[src/rtl/ps2_scan_decoder_pkg.sv]
// Shared constants, state encoding and helpers for the PS/2 Set-2 scan decoder.
package ps2_defs;

  localparam logic [2:0] S_IDLE    = 3'd0;
  localparam logic [2:0] S_EXT     = 3'd1;
  localparam logic [2:0] S_BRK     = 3'd2;
  localparam logic [2:0] S_EXT_BRK = 3'd3;
  localparam logic [2:0] S_PAUSE   = 3'd4;

  typedef enum logic [2:0] {
    IDLE    = S_IDLE,
    EXT     = S_EXT,
    BRK     = S_BRK,
    EXT_BRK = S_EXT_BRK,
    PAUSE   = S_PAUSE
  } state_t;

  localparam logic [7:0] PS2_EXT   = 8'hE0;
  localparam logic [7:0] PS2_BRK   = 8'hF0;
  localparam logic [7:0] PS2_PAUSE = 8'hE1;

  localparam logic [7:0] LOCK_CODE_CAPS   = 8'h58;
  localparam logic [7:0] LOCK_CODE_NUM    = 8'h77;
  localparam logic [7:0] LOCK_CODE_SCROLL = 8'h7E;

  localparam int unsigned LOCK_W      = 3;
  localparam int unsigned LOCK_CAPS   = 2;
  localparam int unsigned LOCK_NUM    = 1;
  localparam int unsigned LOCK_SCROLL = 0;

  typedef struct packed {
    logic [7:0] code;
    logic       ext;
    logic       rel;
  } key_evt_t;

  function automatic logic is_prefix(input logic [7:0] b);
    return (b == PS2_EXT) || (b == PS2_BRK) || (b == PS2_PAUSE);
  endfunction

  // One-hot lock bit selected by a (non-extended) scan code, zero if none.
  function automatic logic [LOCK_W-1:0] lock_hit(input logic [7:0] code);
    logic [LOCK_W-1:0] h;
    h              = '0;
    h[LOCK_CAPS]   = (code == LOCK_CODE_CAPS);
    h[LOCK_NUM]    = (code == LOCK_CODE_NUM);
    h[LOCK_SCROLL] = (code == LOCK_CODE_SCROLL);
    return h;
  endfunction

endpackage

[src/rtl/ps2_strobe_sync.sv]
// Registers the simulator byte strobe twice and emits a registered one-cycle
// byte strobe on its rising edge, together with the byte captured alongside it.
module ps2_strobe_sync (
  input  logic       i_clk,
  input  logic       i_rst,
  input  logic       i_act,
  input  logic [7:0] i_code,
  output logic       o_byte_stb,
  output logic [7:0] o_byte_q
);

  logic       r_act_q1;
  logic       r_act_q2;
  logic [7:0] r_code_q1;
  logic       r_stb;
  logic [7:0] r_byte;

  always_ff @(posedge i_clk or posedge i_rst) begin
    if (i_rst) begin
      r_act_q1  <= 1'b0;
      r_act_q2  <= 1'b0;
      r_code_q1 <= 8'h00;
      r_stb     <= 1'b0;
      r_byte    <= 8'h00;
    end else begin
      r_act_q1  <= i_act;
      r_code_q1 <= i_code;
      r_act_q2  <= r_act_q1;
      r_stb     <= r_act_q1 & ~r_act_q2;
      r_byte    <= r_code_q1;
    end
  end

  assign o_byte_stb = r_stb;
  assign o_byte_q   = r_byte;

endmodule

[src/rtl/ps2_scan_decoder.sv]
// PS/2 Set-2 decoder: make/break/E0/E1 sequences to key events plus lock state.
// Build option PS2_TYPEMATIC_FILTER_EN suppresses repeated makes of the last key.
module ps2_scan_decoder
  import ps2_defs::*;
#(
  parameter int unsigned PAUSE_LEN      = 7,
  parameter int unsigned TIMEOUT_CYCLES = 1000000
) (
  input  logic        CLOCK_50,
  input  logic        reset,
  input  logic        key_action,
  input  logic [7:0]  scan_code,
  output logic        key_valid,
  output logic [7:0]  key_code,
  output logic        key_extended,
  output logic        key_released,
  output logic        key_pause,
  output logic [2:0]  ps2_lock_control,
  output logic        seq_error
);

  localparam int unsigned SKIP_W = $clog2(PAUSE_LEN + 1);
  localparam int unsigned TMO_W  = $clog2(TIMEOUT_CYCLES + 1);
  localparam logic [TMO_W-1:0] TMO_LAST = TMO_W'(TIMEOUT_CYCLES - 1);

  logic              w_byte_stb;
  logic [7:0]        w_byte_q;

  state_t            r_state, w_state_n;
  logic [SKIP_W-1:0] r_skip, w_skip_n;
  logic [TMO_W-1:0]  r_tmo, w_tmo_n;
  logic [LOCK_W-1:0] r_held, w_held_n;
  logic [LOCK_W-1:0] r_lock, w_lock_n;
  logic              r_valid, w_valid_n;
  key_evt_t          r_evt, w_evt_n;
  logic              r_pause, w_pause_n;
  logic              r_err, w_err_n;

  logic              w_emit;
  logic              w_emit_ext;
  logic              w_emit_rel;
  logic              w_suppress;
  logic [LOCK_W-1:0] w_hit;

`ifdef PS2_TYPEMATIC_FILTER_EN
  logic              r_last_vld, w_last_vld_n;
  logic              r_last_ext, w_last_ext_n;
  logic [7:0]        r_last_code, w_last_code_n;
`endif

  ps2_strobe_sync u_sync (
    .i_clk      (CLOCK_50),
    .i_rst      (reset),
    .i_act      (key_action),
    .i_code     (scan_code),
    .o_byte_stb (w_byte_stb),
    .o_byte_q   (w_byte_q)
  );

  always_ff @(posedge CLOCK_50 or posedge reset) begin
    if (reset) begin
      r_state <= IDLE;
      r_skip  <= '0;
      r_tmo   <= '0;
      r_held  <= '0;
      r_lock  <= '0;
      r_valid <= 1'b0;
      r_evt   <= '0;
      r_pause <= 1'b0;
      r_err   <= 1'b0;
`ifdef PS2_TYPEMATIC_FILTER_EN
      r_last_vld  <= 1'b0;
      r_last_ext  <= 1'b0;
      r_last_code <= 8'h00;
`endif
    end else begin
      r_state <= w_state_n;
      r_skip  <= w_skip_n;
      r_tmo   <= w_tmo_n;
      r_held  <= w_held_n;
      r_lock  <= w_lock_n;
      r_valid <= w_valid_n;
      r_evt   <= w_evt_n;
      r_pause <= w_pause_n;
      r_err   <= w_err_n;
`ifdef PS2_TYPEMATIC_FILTER_EN
      r_last_vld  <= w_last_vld_n;
      r_last_ext  <= w_last_ext_n;
      r_last_code <= w_last_code_n;
`endif
    end
  end

  always_comb begin
    w_state_n  = r_state;
    w_skip_n   = r_skip;
    w_tmo_n    = r_tmo;
    w_held_n   = r_held;
    w_lock_n   = r_lock;
    w_valid_n  = 1'b0;
    w_evt_n    = r_evt;
    w_pause_n  = 1'b0;
    w_err_n    = 1'b0;
    w_emit     = 1'b0;
    w_emit_ext = 1'b0;
    w_emit_rel = 1'b0;
    w_suppress = 1'b0;
    w_hit      = '0;
`ifdef PS2_TYPEMATIC_FILTER_EN
    w_last_vld_n  = r_last_vld;
    w_last_ext_n  = r_last_ext;
    w_last_code_n = r_last_code;
`endif

    if (w_byte_stb) begin
      w_tmo_n = '0;
      case (r_state)
        IDLE: begin
          if (w_byte_q == PS2_EXT) begin
            w_state_n = EXT;
          end else if (w_byte_q == PS2_BRK) begin
            w_state_n = BRK;
          end else if (w_byte_q == PS2_PAUSE) begin
            w_state_n = PAUSE;
            w_skip_n  = SKIP_W'(PAUSE_LEN);
          end else begin
            w_emit = 1'b1;
          end
        end
        EXT: begin
          if (w_byte_q == PS2_BRK) begin
            w_state_n = EXT_BRK;
          end else begin
            w_state_n  = IDLE;
            w_err_n    = is_prefix(w_byte_q);
            w_emit     = ~is_prefix(w_byte_q);
            w_emit_ext = 1'b1;
          end
        end
        BRK: begin
          w_state_n  = IDLE;
          w_err_n    = is_prefix(w_byte_q);
          w_emit     = ~is_prefix(w_byte_q);
          w_emit_rel = 1'b1;
        end
        EXT_BRK: begin
          w_state_n  = IDLE;
          w_err_n    = is_prefix(w_byte_q);
          w_emit     = ~is_prefix(w_byte_q);
          w_emit_ext = 1'b1;
          w_emit_rel = 1'b1;
        end
        PAUSE: begin
          // Pause bytes are swallowed whole, including the embedded 77.
          if (r_skip <= SKIP_W'(1)) begin
            w_skip_n  = '0;
            w_pause_n = 1'b1;
            w_state_n = IDLE;
          end else begin
            w_skip_n = SKIP_W'(r_skip - SKIP_W'(1));
          end
        end
        default: w_state_n = IDLE;
      endcase
    end else if (r_state != IDLE) begin
      if (r_tmo >= TMO_LAST) begin
        w_err_n   = 1'b1;
        w_state_n = IDLE;
      end else begin
        w_tmo_n = TMO_W'(r_tmo + TMO_W'(1));
      end
    end else begin
      w_tmo_n = '0;
    end

    if (w_emit) begin
      // Held flags stop typematic repeats from re-toggling a lock bit.
      w_hit = w_emit_ext ? '0 : lock_hit(w_byte_q);
      if (w_emit_rel) begin
        w_held_n = r_held & ~w_hit;
      end else begin
        w_lock_n = r_lock ^ (w_hit & ~r_held);
        w_held_n = r_held | w_hit;
      end
`ifdef PS2_TYPEMATIC_FILTER_EN
      if (w_emit_rel) begin
        w_last_vld_n = 1'b0;
      end else begin
        w_suppress    = r_last_vld && (r_last_ext == w_emit_ext) && (r_last_code == w_byte_q);
        w_last_vld_n  = 1'b1;
        w_last_ext_n  = w_emit_ext;
        w_last_code_n = w_byte_q;
      end
`endif
      if (!w_suppress) begin
        w_valid_n    = 1'b1;
        w_evt_n.code = w_byte_q;
        w_evt_n.ext  = w_emit_ext;
        w_evt_n.rel  = w_emit_rel;
      end
    end
  end

  assign key_valid        = r_valid;
  assign key_code         = r_evt.code;
  assign key_extended     = r_evt.ext;
  assign key_released     = r_evt.rel;
  assign key_pause        = r_pause;
  assign ps2_lock_control = r_lock;
  assign seq_error        = r_err;

endmodule

[config.mk]
export PLATFORM = sky130hd
export DESIGN_NAME = ps2_scan_decoder
export DESIGN_NICKNAME = d
export VERILOG_FILES = /design/src/rtl/ps2_scan_decoder_pkg.sv /design/src/rtl/ps2_strobe_sync.sv /design/src/rtl/ps2_scan_decoder.sv
export SDC_FILE = /design/constraint.sdc
export NUM_CORES = 1
export LEC_CHECK = 0
export CORE_ASPECT_RATIO = 1.1
export CORE_MARGIN = 1
export CORE_UTILIZATION = 35
export DETAILED_ROUTE_END_ITERATION = 8
export GPL_ROUTABILITY_DRIVEN = 0
export PLACE_DENSITY = 0.61
export RECOVER_POWER = 25
export SYNTH_ARGS = -nofsm -noshare
export SYNTH_HDL_FRONTEND = slang
export SYNTH_HIERARCHICAL = 1
export SYNTH_SLANG_ARGS = --single-unit
export TNS_END_PERCENT = 10
[constraint.sdc]
create_clock -name CLOCK_50 -period 2.51 [get_ports CLOCK_50]
set_input_delay 0.502 -clock CLOCK_50 [delete_from_list [all_inputs] [get_ports CLOCK_50]]
set_output_delay 0.502 -clock CLOCK_50 [all_outputs]
set_load 0.01 [all_outputs]
[After elaboration in Yosys (flattened, before gate mapping)]
Cells that the tools add are included.
Word-level totals
  register bits after elaboration: 64
  input port bits: 11
  output and inout bits: 16
  word-level logic and storage cells: 96
Cells by class
  add/sub/neg operators: 2
  $lt $le $gt $ge: 2
  eq/ne operators: 16
  multiplexer cells: 39
  bitwise gates (word level): 10
  reductions and logical operators: 11
Operators with widths (count)
  $mux 20: 3
  $mux 3: 13
  $eq 8x7->1 const B: 3
  $eq 8x8->1 const B: 3
  $add 20x1->20 const B: 1
  $ge 20x20->1 const B: 1
  $mux 1: 17
  $pmux 3 s3: 1
  $and 3x3->3: 2
  $eq 3x2->1 const B: 2
  $ne 2x2->1 const B: 3
  $not 3->3: 2
  $pmux 3 s2: 1
  $reduce_bool 2->1: 3
  $ne 5x5->1 const B: 1
  $reduce_and 5->1: 1
  $pmux 1 s2: 2
  $reduce_and 4->1: 1
  $eq 3x1->1 const B: 1
  $eq 3x3->1 const B: 1
  $le 3x1->1 const B: 1
  $logic_not 3->1: 1
  $ne 3x2->1 const B: 1
  $ne 3x3->1 const B: 1
  11 further kinds: 14

[Depth between registers and ports, before layout]
  depth after elaboration: 8
  mapped depth: 7
  mapped depth without buffers: 6

[Hierarchy]
The synthesis kept the hierarchy.
By module, submodules not included
  ps2_scan_decoder: instances 1, cells each 225, area an instance 2258.4 um2, seq. area each 1126.1 um2
  ps2_strobe_sync: instances 1, cells each 21, area an instance 493.0 um2, seq. area each 475.5 um2

[Worst setup path after synthesis]
No wires, ideal clock.
  path kind: reg-to-reg
  start point: reg r_tmo[0]
  end point: reg r_state[0]
  setup time: 122 ps
  arrival time: 1739 ps
  required time: 2388 ps
  setup slack: 650 ps
  cell stages (with the launch flop): 8
  buffers on the path: 1
  clock period less this slack: 1860 ps
  cell sequence: dfrtp_1 -> ha_1 -> nand3_1 -> o211a_1 -> o21ai_2 -> clkbuf_1 -> nor2_1 -> a32o_1
On the way
  cells in the longest elaborated chain, start to end: 3
Ends and longest elaborated chain
  start, declared: line ps2_scan_decoder.sv:31  | logic [TMO_W-1:0] r_tmo, w_tmo_n;
  start signal, assigned: line ps2_scan_decoder.sv:79  | r_tmo <= w_tmo_n;
  $ge 20x20->1: line ps2_scan_decoder.sv:166  | if (r_tmo >= TMO_LAST) begin
  $reduce_bool 2->1 (no line)
  $reduce_and 4->1 (no line)
  end signal, assigned: line ps2_scan_decoder.sv:77  | r_state <= w_state_n;
  end, declared: line ps2_scan_decoder.sv:29  | state_t r_state, w_state_n;
Every way passes these cells.
A chain may end at the register's enable or synchronous reset.

[Worst setup path in the final report]
  start point: reg r_tmo[0]
  end point: reg r_state[2]
Same word-level chain as after synthesis.

==> impl_metrics.py <==
metrics = {
    "sta": {
        "hold_violations": 0,
        "setup_viol": 0,
        "min_period_ns": 2.077,
        "fin_crit_sh_pct": 82.76,
        "fmax_mhz": 481.4,
        "worstMarginPinSlew_ns": 1.121,
        "relSlewSlack_pct": 25.25,
        "layout_setup_ws_ns": 0.4327,
        "slew_violations": 0,
        "clock_skew_ns": 0.009492,
        "rsz0062_at_grt": "false",
        "tns_ns": 0,
    },
    "placement": {
        "place_inst": 368,
        "pre_cts_slack_ns": 0.4281,
        "place_hpwl_um": 3406,
        "port_buffers": 26,
    },
    "clock_network": {
        "cts_tree": "built",
        "htreeDepth": 3,
        "hold_buffers": 0,
        "cts_root_buf": "clkbuf_8",
        "clock_latency_ns": 0.35,
        "cts.sinks": 64,
        "cts_made_buffers": 9,
        "clockBufferDepth": 2,
        "ctsResizeCount": 0,
        "post_cts_buffers": 0,
        "clkTransAtPathRegs_ns": 0.08,
    },
    "yosys": {
        "synth-async-reset-ratio_pct": 100.0,
        "synth_fp_nets": 259,
        "synth_flop_cell": "dfrtp_1",
        "ys.warnings.count": 6,
        "synth_cell_types": 47,
        "synth_edf_count": 0,
        "avgSynthCellArea_um2": 11.18,
        "ys_seq_elements": 64,
        "synth_area_mm2": 0.002751,
        "ys_seq_area_share_pct": 58.21,
        "netlist_instances": 246,
    },
    "drt": {
        "wire_per_inst_um": 13.17,
        "drcViolationCount": 0,
        "antenna_left": 0,
        "drt_iter0_drc": 61,
        "first_pass_iters": 4,
        "vias": 1919,
        "wirelength_um": 5056,
        "vias_per_cell": 4.997,
    },
    "floorplan": {
        "boundaryPins": 27,
        "start_util_pct": 36.61,
        "core_area_mm2": 0.007515,
        "rows": 33,
        "die_w_um": 86.54,
        "die_h_um": 94.99,
        "dieArea_mm2": 0.008220,
    },
    "outcome": {
        "outcome": "complete, no violations",
    },
    "finish": {
        "syn2layout_area_growth_pct": 20.60,
        "final_cells": 384,
        "antenna_cells": 0,
        "nets": 287,
        "layout-drive-gt1-share_pct": 13.62,
        "layout_commonest_cell": "dfrtp_1",
        "final_util_pct": 44.16,
        "nFillCells": 717,
        "layout_common_cells": "dfrtp_1, nor2_1, o21ai_0, nand2_1, clkdlybuf4s50_1",
    },
    "worst_setup_path": {
        "cp.arrival_ns": 2.31,
        "critPathKind": "flip-flop to flip-flop",
        "cp_data_required_time_ns": 2.74,
        "path_max_fanout": 14,
        "reg2reg_setup_slack_ns": 0.43,
        "cp-start-kind": "flip-flop",
        "end_kind": "flip-flop",
    },
    "power": {
        "ir_worst_vdd_v": 0.0005114,
        "powerDensity_mw_per_mm2": 681.6,
        "leakage_uw": 0.001341,
    },
    "grt": {
        "grt_start_max_net_pins": 46,
        "grt_pass1_wl_um": 8907,
        "track_usage_pct": 14.43,
        "grt-ovfl-total": 0,
        "grt_pass1_vias": 1914,
        "antenna_found_initial": 0,
    },
    "min_path": {
        "hp-class": "flip-flop to flip-flop",
    },
    "job": {
        "cap_viol_max_count": 0,
    },
}
[worst paths after layout]
check | start | endpoint | cells past startpoint
max in group asynchronous | reset | r_state[2] | 3
min | u_sync/r_code_q1[0] | u_sync/o_byte_q[0] | 0
min reg2reg | u_sync/r_code_q1[0] | u_sync/o_byte_q[0] | 0
min in group asynchronous | reset | u_sync/r_act_q1 | 2
max reg2reg | r_tmo[0] | r_state[2] | 6
max | r_tmo[0] | r_state[2] | 6
[metal layers]
layer	track usage (%)	part of all wire, %	routed length [um]	up-vias
met4	7.500	2.2	113	0
li1	-	-	-	947
met1	17.62	46	2343	931
met2	23.15	48	2420	31
met5	0	0	0	-
met3	4.196	3.5	179	10
[cell type report]
| type | count | area (um2) | share of cell area, % |
|---|---|---|---|
| Sequential cell | 64 | 1602 | 48.27 |
| Multi-Input combinational cell | 163 | 1061 | 31.98 |
| Timing Repair Buffer | 27 | 265.3 | 7.994 |
| Tap cell | 105 | 131.4 | 3.959 |
| Clock buffer | 9 | 123.9 | 3.733 |
| Clock inverter | 7 | 101.3 | 3.054 |
| Inverter | 9 | 33.78 | 1.018 |
[report_power, final]
group	total [uW]	switching, uW	internal (uW)	leakage [uW]
Sequential	1110	33.1	1080	0.000830
Combinational	148	66.6	81.7	0.000404
Clock	1000	435	569	0.000107
[kinds of logic (layout without fill, tap and decap cells)]
logic type	after synthesis	in the layout	share of synthesized area [%]
AOI/OAI and AO/OA	55	55	13.55
xor gates and xnor gates	10	10	3.183
adders and majority gates	2	2	0.9094
buffers and inverters	19	52	2.956
DFF	64	64	58.21
muxes	11	11	4.502
and+or+nand+nor	85	85	16.69
[per-stage QoR]
step,total power (uW),hold WS (ns),instance area [um2]
2_1_floorplan,1202,0.3312,2751
4_1_cts,2306,0.3511,3341
3_5_place_dp,1290,0.3347,3115
6_report,2262,0.3503,3318
5_1_grt,2372,0.3580,3318
3_3_place_gp,1286,0.3324,3115
[Yosys cell counts, types with 2 or more instances]
master	instances	area [um2]
or3_1	9	56.30
o21ai_0	16	80.08
o211ai_1	3	22.52
mux2_2	11	123.9
a211oi_1	3	22.52
or2_2	2	12.51
nand3_1	12	60.06
inv_1	9	33.78
a31oi_1	2	12.51
dfrtp_1	64	1602
nor3_1	8	40.04
clkbuf_1	6	22.52
nand2_1	16	60.06
o21a_1	2	15.01
and4_1	2	17.52
nor2_1	17	63.81
nand3b_1	3	22.52
xor2_1	9	78.83
buf_2	2	10.01
ha_1	2	25.02
o21ai_2	3	26.28
a32o_1	2	20.02
o211a_1	2	20.02
a21oi_1	13	65.06
nor4_1	4	25.02
nand2b_1	3	18.77
[state kept, by name, summed over array words and instances (netlist names), 3 cells and up, named ones only]
| name | count |
|---|---|
| r_tmo | 20 |
| key_code | 8 |
| u_sync/o_byte_q | 8 |
| u_sync/r_code_q1 | 8 |
| ps2_lock_control | 3 |
| r_skip | 3 |
| r_state | 3 |
[critical path, stage by stage, from the launching register on]
cell and delay [ns]:
dfrtp_1 0.42, ha_1 0.18, nand3_1 0.19, o211a_1 0.36
o21ai_2 0.46, nor2_1 0.13, a32o_1 0.23
Note: power is estimated with default switching activity, not from simulation.
